[config.mk]
export PLATFORM = sky130hd
export DESIGN_NAME = wiener_block_stats
export DESIGN_NICKNAME = d
export VERILOG_FILES = /design/src/rtl/wiener_block_stats.sv
export SDC_FILE = /design/constraint.sdc
export NUM_CORES = 1
export LEC_CHECK = 0
export ABC_AREA = 1
export BUFFER_PORTS_ARGS = -buffer_cell sky130_fd_sc_hd__buf_2
export CAP_MARGIN = 5
export CELL_PAD_IN_SITES_DETAIL_PLACEMENT = 1
export CELL_PAD_IN_SITES_GLOBAL_PLACEMENT = 1
export CORE_MARGIN = 2
export CORE_UTILIZATION = 52
export CTS_BUF_LIST = sky130_fd_sc_hd__clkbuf_16
export DETAILED_ROUTE_END_ITERATION = 16
export PLACE_DENSITY = 0.88
export SLEW_MARGIN = 20
export SYNTH_ARGS = -nofsm -noshare
export SYNTH_HDL_FRONTEND = slang
export SYNTH_SLANG_ARGS = --single-unit
[constraint.sdc]
create_clock -name clk -period 8.2 [get_ports clk]
set_clock_uncertainty 0.2 [all_clocks]
set_input_delay 0.82 -clock clk [delete_from_list [all_inputs] [get_ports clk]]
set_output_delay 0.82 -clock clk [all_outputs]
set_load 0.01 [all_outputs]
[src/rtl/wiener_block_stats.sv]
// wiener_block_stats: per-block mean/variance engine with pixel replay aligned to the statistics.
// Optional WIENER_STATS_ROUND_EN rounds the mean half up instead of flooring it.
module wiener_block_stats #(
  parameter int DATA_WIDTH    = 8,
  parameter int TOTAL_SAMPLES = 8
) (
  input  logic                    clk,
  input  logic                    rst_n,
  input  logic                    start_of_frame,
  input  logic                    end_of_frame,
  input  logic [DATA_WIDTH-1:0]   data_in,
  input  logic                    start_data,
  input  logic [31:0]             blocks_per_frame,
  output logic [2*DATA_WIDTH-1:0] mean_out,
  output logic [2*DATA_WIDTH-1:0] block_variance,
  output logic                    variance_ready,
  output logic [DATA_WIDTH-1:0]   data_out
);
  localparam int L  = $clog2(TOTAL_SAMPLES);
  localparam int SW = DATA_WIDTH + L;
  localparam int QW = 2 * DATA_WIDTH + L;
  localparam int DW = 2 * DATA_WIDTH + 2 * L;
  localparam int MW = 2 * DATA_WIDTH;
  typedef enum logic {IDLE, ACC} state_t;
  state_t state, state_nx;
  logic [DATA_WIDTH-1:0] mem [2*TOTAL_SAMPLES];
  logic [L-1:0] cnt, rp_idx;
  logic [SW-1:0] sum, s_r, mean_c;
  logic [QW-1:0] sq, q_r;
  logic [DW-1:0] diff;
  logic [MW-1:0] sqr, m_r, v_r;
  logic [31:0] blk_cnt, blk_nx;
  logic wr_half, rd1, rd2, rp_half, rp_on, v1, v2, pend, p_sof, p_eof, eof_r;
  logic last, take, sof_t, eof_t, close;

  assign sqr = MW'(data_in) * MW'(data_in);
`ifdef WIENER_STATS_ROUND_EN
  assign mean_c = s_r + SW'(TOTAL_SAMPLES / 2);
`else
  assign mean_c = s_r;
`endif

  // A start pulse on the final sample edge is deferred one cycle via pend.
  always_comb begin
    last     = state == ACC && cnt == L'(TOTAL_SAMPLES - 1);
    take     = pend || (start_data && !last);
    sof_t    = pend ? p_sof : start_of_frame;
    eof_t    = pend ? p_eof : end_of_frame;
    blk_nx   = blk_cnt + 32'd1;
    close    = eof_r || blk_nx == blocks_per_frame;
    state_nx = take ? ACC : last ? IDLE : state;
    diff     = {q_r, {L{1'b0}}} - DW'(s_r) * DW'(s_r);
  end

  always_ff @(posedge clk) begin
    if (take || state == ACC) mem[{wr_half, take ? L'(0) : cnt}] <= data_in;
  end

  always_ff @(posedge clk or negedge rst_n) begin
    if (!rst_n) begin
      state   <= IDLE;
      cnt     <= '0;
      sum     <= '0;
      sq      <= '0;
      s_r     <= '0;
      q_r     <= '0;
      wr_half <= 1'b0;
      rd1     <= 1'b0;
      pend    <= 1'b0;
      p_sof   <= 1'b0;
      p_eof   <= 1'b0;
      eof_r   <= 1'b0;
      blk_cnt <= '0;
      v1      <= 1'b0;
    end else begin
      state <= state_nx;
      pend  <= start_data && last;
      p_sof <= start_of_frame;
      p_eof <= end_of_frame;
      v1    <= last;
      if (take) begin
        cnt   <= L'(1);
        sum   <= SW'(data_in);
        sq    <= QW'(sqr);
        eof_r <= eof_t;
        if (sof_t) blk_cnt <= '0;
      end else if (state == ACC) begin
        cnt <= cnt + L'(1);
        sum <= sum + SW'(data_in);
        sq  <= sq + QW'(sqr);
      end
      if (last) begin
        s_r     <= sum + SW'(data_in);
        q_r     <= sq + QW'(sqr);
        rd1     <= wr_half;
        wr_half <= ~wr_half;
        blk_cnt <= close ? '0 : blk_nx;
      end
    end
  end

  // Two-cycle CALC pipeline, then strobe and replay from the finished half.
  always_ff @(posedge clk or negedge rst_n) begin
    if (!rst_n) begin
      v2             <= 1'b0;
      m_r            <= '0;
      v_r            <= '0;
      rd2            <= 1'b0;
      mean_out       <= '0;
      block_variance <= '0;
      variance_ready <= 1'b0;
      data_out       <= '0;
      rp_on          <= 1'b0;
      rp_idx         <= '0;
      rp_half        <= 1'b0;
    end else begin
      v2             <= v1;
      variance_ready <= v2;
      if (v1) begin
        m_r <= MW'(mean_c >> L);
        v_r <= MW'(diff >> (2 * L));
        rd2 <= rd1;
      end
      if (v2) begin
        mean_out       <= m_r;
        block_variance <= v_r;
        data_out       <= mem[{rd2, L'(0)}];
        rp_half        <= rd2;
        rp_idx         <= L'(1);
        rp_on          <= 1'b1;
      end else if (rp_on) begin
        data_out <= mem[{rp_half, rp_idx}];
        rp_idx   <= rp_idx + L'(1);
        rp_on    <= rp_idx != L'(TOTAL_SAMPLES - 1);
      end else begin
        data_out <= '0;
      end
    end
  end
endmodule

Yosys cells after proc, flatten, opt, wreduce, memory -nomap -nowiden
Memory sizes are Yosys's and may differ from the RTL's.
Index checks and enable logic that the tools add are counted.
{"block": "totals", "ramBits": 128, "out_inout_bits": 41, "memories": 1, "reg_bits": 132, "word_cells": 58, "input_bits": 45}
{"block": "classes", "multipliers": 2, "n_eq_ne": 2, "bitwise_logic": 1, "n_reduce_logical": 9, "addsub": 5, "mux": 17}
{"memory": "mem", "depth": 16, "word_bits": 8, "rd": 2, "rd_ports_with_merged_regs": 0, "wr": 1, "line_no": "26", "rtl": "logic [DATA_WIDTH-1:0] mem [2*TOTAL_SAMPLES];"}
{"op": "two-way mux 19 bit", "n": 2}
{"op": "multiplier 11 x 11 -> 22 bit", "n": 1}
{"op": "two-way mux 11 bit", "n": 2}
{"op": "subtractor 22 bit", "n": 1}
{"op": "adder 19 x 16 -> 19 bit", "n": 1}
{"op": "multiplier 8 x 8 -> 16 bit", "n": 1}
{"op": "two-way mux 8 bit", "n": 2}
{"op": "two-way mux 3 bit", "n": 5}
{"op": "adder 11 x 8 -> 11 bit", "n": 1}
{"op": "adder 3 x 1 -> 3 bit, second input constant", "n": 2}
{"op": "two-way mux 1 bit", "n": 6}
{"op": "nonzero test 2 bit", "n": 3}
{"op": "== test 3 bit, second input constant", "n": 1}
{"op": "logical AND 1 bit", "n": 3}
{"op": "inequality test 3 bit, second input constant", "n": 1}
{"op": "logical OR 1 bit", "n": 2}
{"op": "logical NOT 1 bit", "n": 1}
{"op": "inverter 1 bit", "n": 1}

Depth between registers and ports, before layout
{"block": "depth", "word_depth": 8, "ltp_mapped": 30, "depth_no_buf": 29}

Least setup slack after synthesis
OpenSTA, ideal clock, no wires.
{"block": "synth_timing", "path_kind": "input port to flip-flop", "from": "input port data_in[7]", "to": "register q_r[17]", "slack_ns": 2.469, "n_path_buf": 1, "setup_time_ns": 0.118, "stages": 27, "arrival_ns": 5.413, "t_required_ns": 7.882, "path_cell_list": "clkbuf_1 > nand2_1 > fa_1 > inv_1 > fa_1 > fa_1 > inv_1 > fa_1 > inv_1 > ha_1 > nand2_1 > inv_1 > a21oi_1 > nand2_1 > nand2_1 > nand3_1 > and2_1 > ha_1 > nand2_1 > nor2_1 > inv_1 > nor3_1 > nand2_1 > nand2_1 > nand2_1 > nand3_1 > nand2_1"}
{"block": "synth_between", "elab_chain_len": 2}
{"item": "start: declaration", "line_no": "11", "rtl": "input logic [DATA_WIDTH-1:0] data_in,"}
{"item": "multiplier 8 x 8 -> 16 bit", "line_no": "36", "rtl": "assign sqr = MW'(data_in) * MW'(data_in);"}
{"item": "adder 19 x 16 -> 19 bit", "line_no": "94", "rtl": "q_r <= sq + QW'(sqr);"}
{"item": "end signal: assignment", "line_no": "94"}
{"item": "end: declaration", "line_no": "29", "rtl": "logic [QW-1:0] sq, q_r;"}
No other way between the ends.
A chain may end at the register's enable or synchronous reset.

Worst setup path in the final report
{"block": "layout_timing", "from": "input port data_in[6]", "to": "register q_r[17]"}
The elaborated chain is that of the path after synthesis.

==> run summary <==
Setup Buffers After CTS: 0
Final hold vios: 0
Maximum Capacitance Violations: 0
Synthesized flop and latch total: 260
Drt first pass iters: 5
Root Driver: clkbuf_16
Hold WC Path Type: input pin to async pin
Post-Syn Instances: 2089
Vias: 14400
Chip height: 189 um
Critical Path RT: 8.46 ns
Clock buffer depth: 3
PortBufs: 43
Resize count post-CTS: 0
Max incr delay on CP: 0.55 ns
Register area share after synthesis: 40.3%
Gpl congestion: 0.885
Total global routing track utilization: 29.5%
Die ar.: 0.0356 mm^2
Max H-tree Level: 1
Initial drt markers: 909
Placed wire-length estimate: 36.2 mm
Grt total ovfl: 0
Post-CTS Hold Fix Bufs: 0
Setup TNS: 0 ns
Share of layout cells above drive strength 1: 4.84%
Endpoint class of the critical path: register
Max Clk Rate: 165 MHz
CP startpoint kind: input pin
Clock-pin slew on the worst setup and hold paths: 0.06 ns
Min Tclk post-route: 6.05 ns
Arrival time at the worst endpoint: 6.31 ns
Worst slew margin: 29.8%
Average routed wire per standard cell: 19.9 um
FP Rows: 67
Die width: 189 um
Setup violations, final: 0
CTS tree: yes
Avg Cell Area, Syn: 8.48 um^2
Synth warn: 0
Post-synth cell types: 37
Synthesized area: 0.0177 mm^2
Cell repeated most along the worst path: nand2_1
First-pass GRT wire length: 83.2 mm
Layout area overhead: 8.14%
WL final: 51.2 mm
Critical setup path kind: input pin to register
Layout fillers: 3998
Routed Antenna Nets: 0
DR vias/cell: 5.61
Worst path slowest cell: fa_1
Worst skew pair latency: 0.58 ns
Crit-path max FO: 25
Placeable Area: 0.0335 mm^2
Final Cycle Share: 73.8%
Vias in the first global route: 15900
Status: finished clean
Clk sinks: 260
Worst-Margin Slew: 1.05 ns
FF-to-FF setup slack: 2.62 ns
Largest net degree at the start of global routing: 73
RSZ-0062 raised after global routing: false
DRC errors left: 0
Combined buffer and inverter count along the critical path: 6
Ports: 86
Initial antenna violation count: 0
Crit path max-delay family: adder cells
Layout Nets: 2371
N_diodes: 0
Fin. max-slew vios: 0
Number of CTS-inserted buffers: 29
Starting Density: 52.9%
cell families (layout without fill, tap and decap cells):
family	after synthesis	count (layout)	share of synthesized area, %
simple gates	907	907	20.7
buf+inv	428	458	9.45
flops	260	260	40.3
compound gates	236	236	7.47
fa+ha+maj	222	222	20.3
xor+xnor	35	35	1.73
other cells	1	9	0.0212
path summary, 6_finish.rpt:
check                            start     endpoint  cells after the start
max                         data_in[6]      q_r[17]                     27
min                              rst_n  data_out[6]                      1
max reg2reg                  mean_c[5]      v_r[15]                     21
min reg2reg                mean_out[6]  mean_out[6]                      2
max in group asynchronous        rst_n       sq[10]                      2
min in group clk           mean_out[6]  mean_out[6]                      2
registers in the layout, summed over array words and instances, names as in the netlist:
signal and flops:
variance_ready 1, mean_out 8, rp_idx 3, mem 128, q_r 19, data_out 8
v_r 16, state 1, sum 11, pend 1, v2 1, wr_half 1
cnt 3, block_variance 16, rp_on 1, rd2 1, m_r 8, sq 19
rd1 1, mean_c 11, rp_half 1, v1 1
synthesized netlist by cell type (all sizes together):
cell type,count,share of area (%)
a21boi,2,0.085
a21o,4,0.17
a21oi,54,1.5
a22oi,1,0.042
a31oi,2,0.071
and2,6,0.21
buf,26,0.93
clkbuf,52,1.1
clkinv,4,0.085
conb,1,0.021
dfrtp,132,19
edfxtp,128,22
fa,109,12
ha,113,8.0
inv,346,7.3
nand2,600,13
nand3,106,3.0
nand3b,18,0.76
nand4,6,0.21
nor2,149,3.2
nor3,18,0.51
o211ai,34,1.4
o21ai,123,3.5
o21bai,9,0.38
o221ai,1,0.049
o22ai,6,0.21
or2,4,0.14
xnor2,20,0.99
xor2,15,0.74
layer usage:
metal	global-route usage [%]	share of wire, %	up-vias
met5	0	0	-
met4	11.1	3.6	0
met3	3.84	5.0	140
met2	53.7	52	431
met1	35.5	40	7278
li1	-	-	6595
per-stage QoR:
stage	hold slack, ns	worst slack (ns)	utilization [%]	std cells	instance area, um^2
finish	0.0124	2.15	57.2	2575	19200
global route	0.0627	1.72	57.2	2575	19200
CTS	0.0269	2.18	57.2	2575	19200
detailed placement	0.254	1.62	54.4	2521	18300
global placement	0.248	1.79	54.4	2521	18300
floorplan	0.179	2.47	-	2097	17800
cell usage in the layout (no fill, tap or decap), types with 9 or more instances in the layout:
cell type,n
a21oi_1,53
buf_2,42
buf_4,11
clkbuf_16,30
clkinv_1,10
conb_1,9
dfrtp_1,132
edfxtp_1,128
fa_1,109
ha_1,113
inv_1,352
nand2_1,599
nand3_1,106
nand3b_1,18
nor2_1,148
nor3_1,18
o211ai_1,34
o21ai_0,122
o21bai_1,9
xnor2_1,20
xor2_1,15
layout make-up:
| cell class | instances | area (um^2) | share of cell area, % |
|---|---|---|---|
| clock buffers | 30 | 751 | 3.92 |
| clock inverters | 24 | 158 | 0.823 |
| inverters | 350 | 1310 | 6.85 |
| multi-input cells | 1409 | 8930 | 46.6 |
| flip-flops and latches | 260 | 7150 | 37.3 |
| well taps | 448 | 561 | 2.92 |
| repair buffers | 54 | 304 | 1.59 |
Power is not shown: default switching activity piles up to over one toggle a cycle in this logic, so the estimate is an artifact.
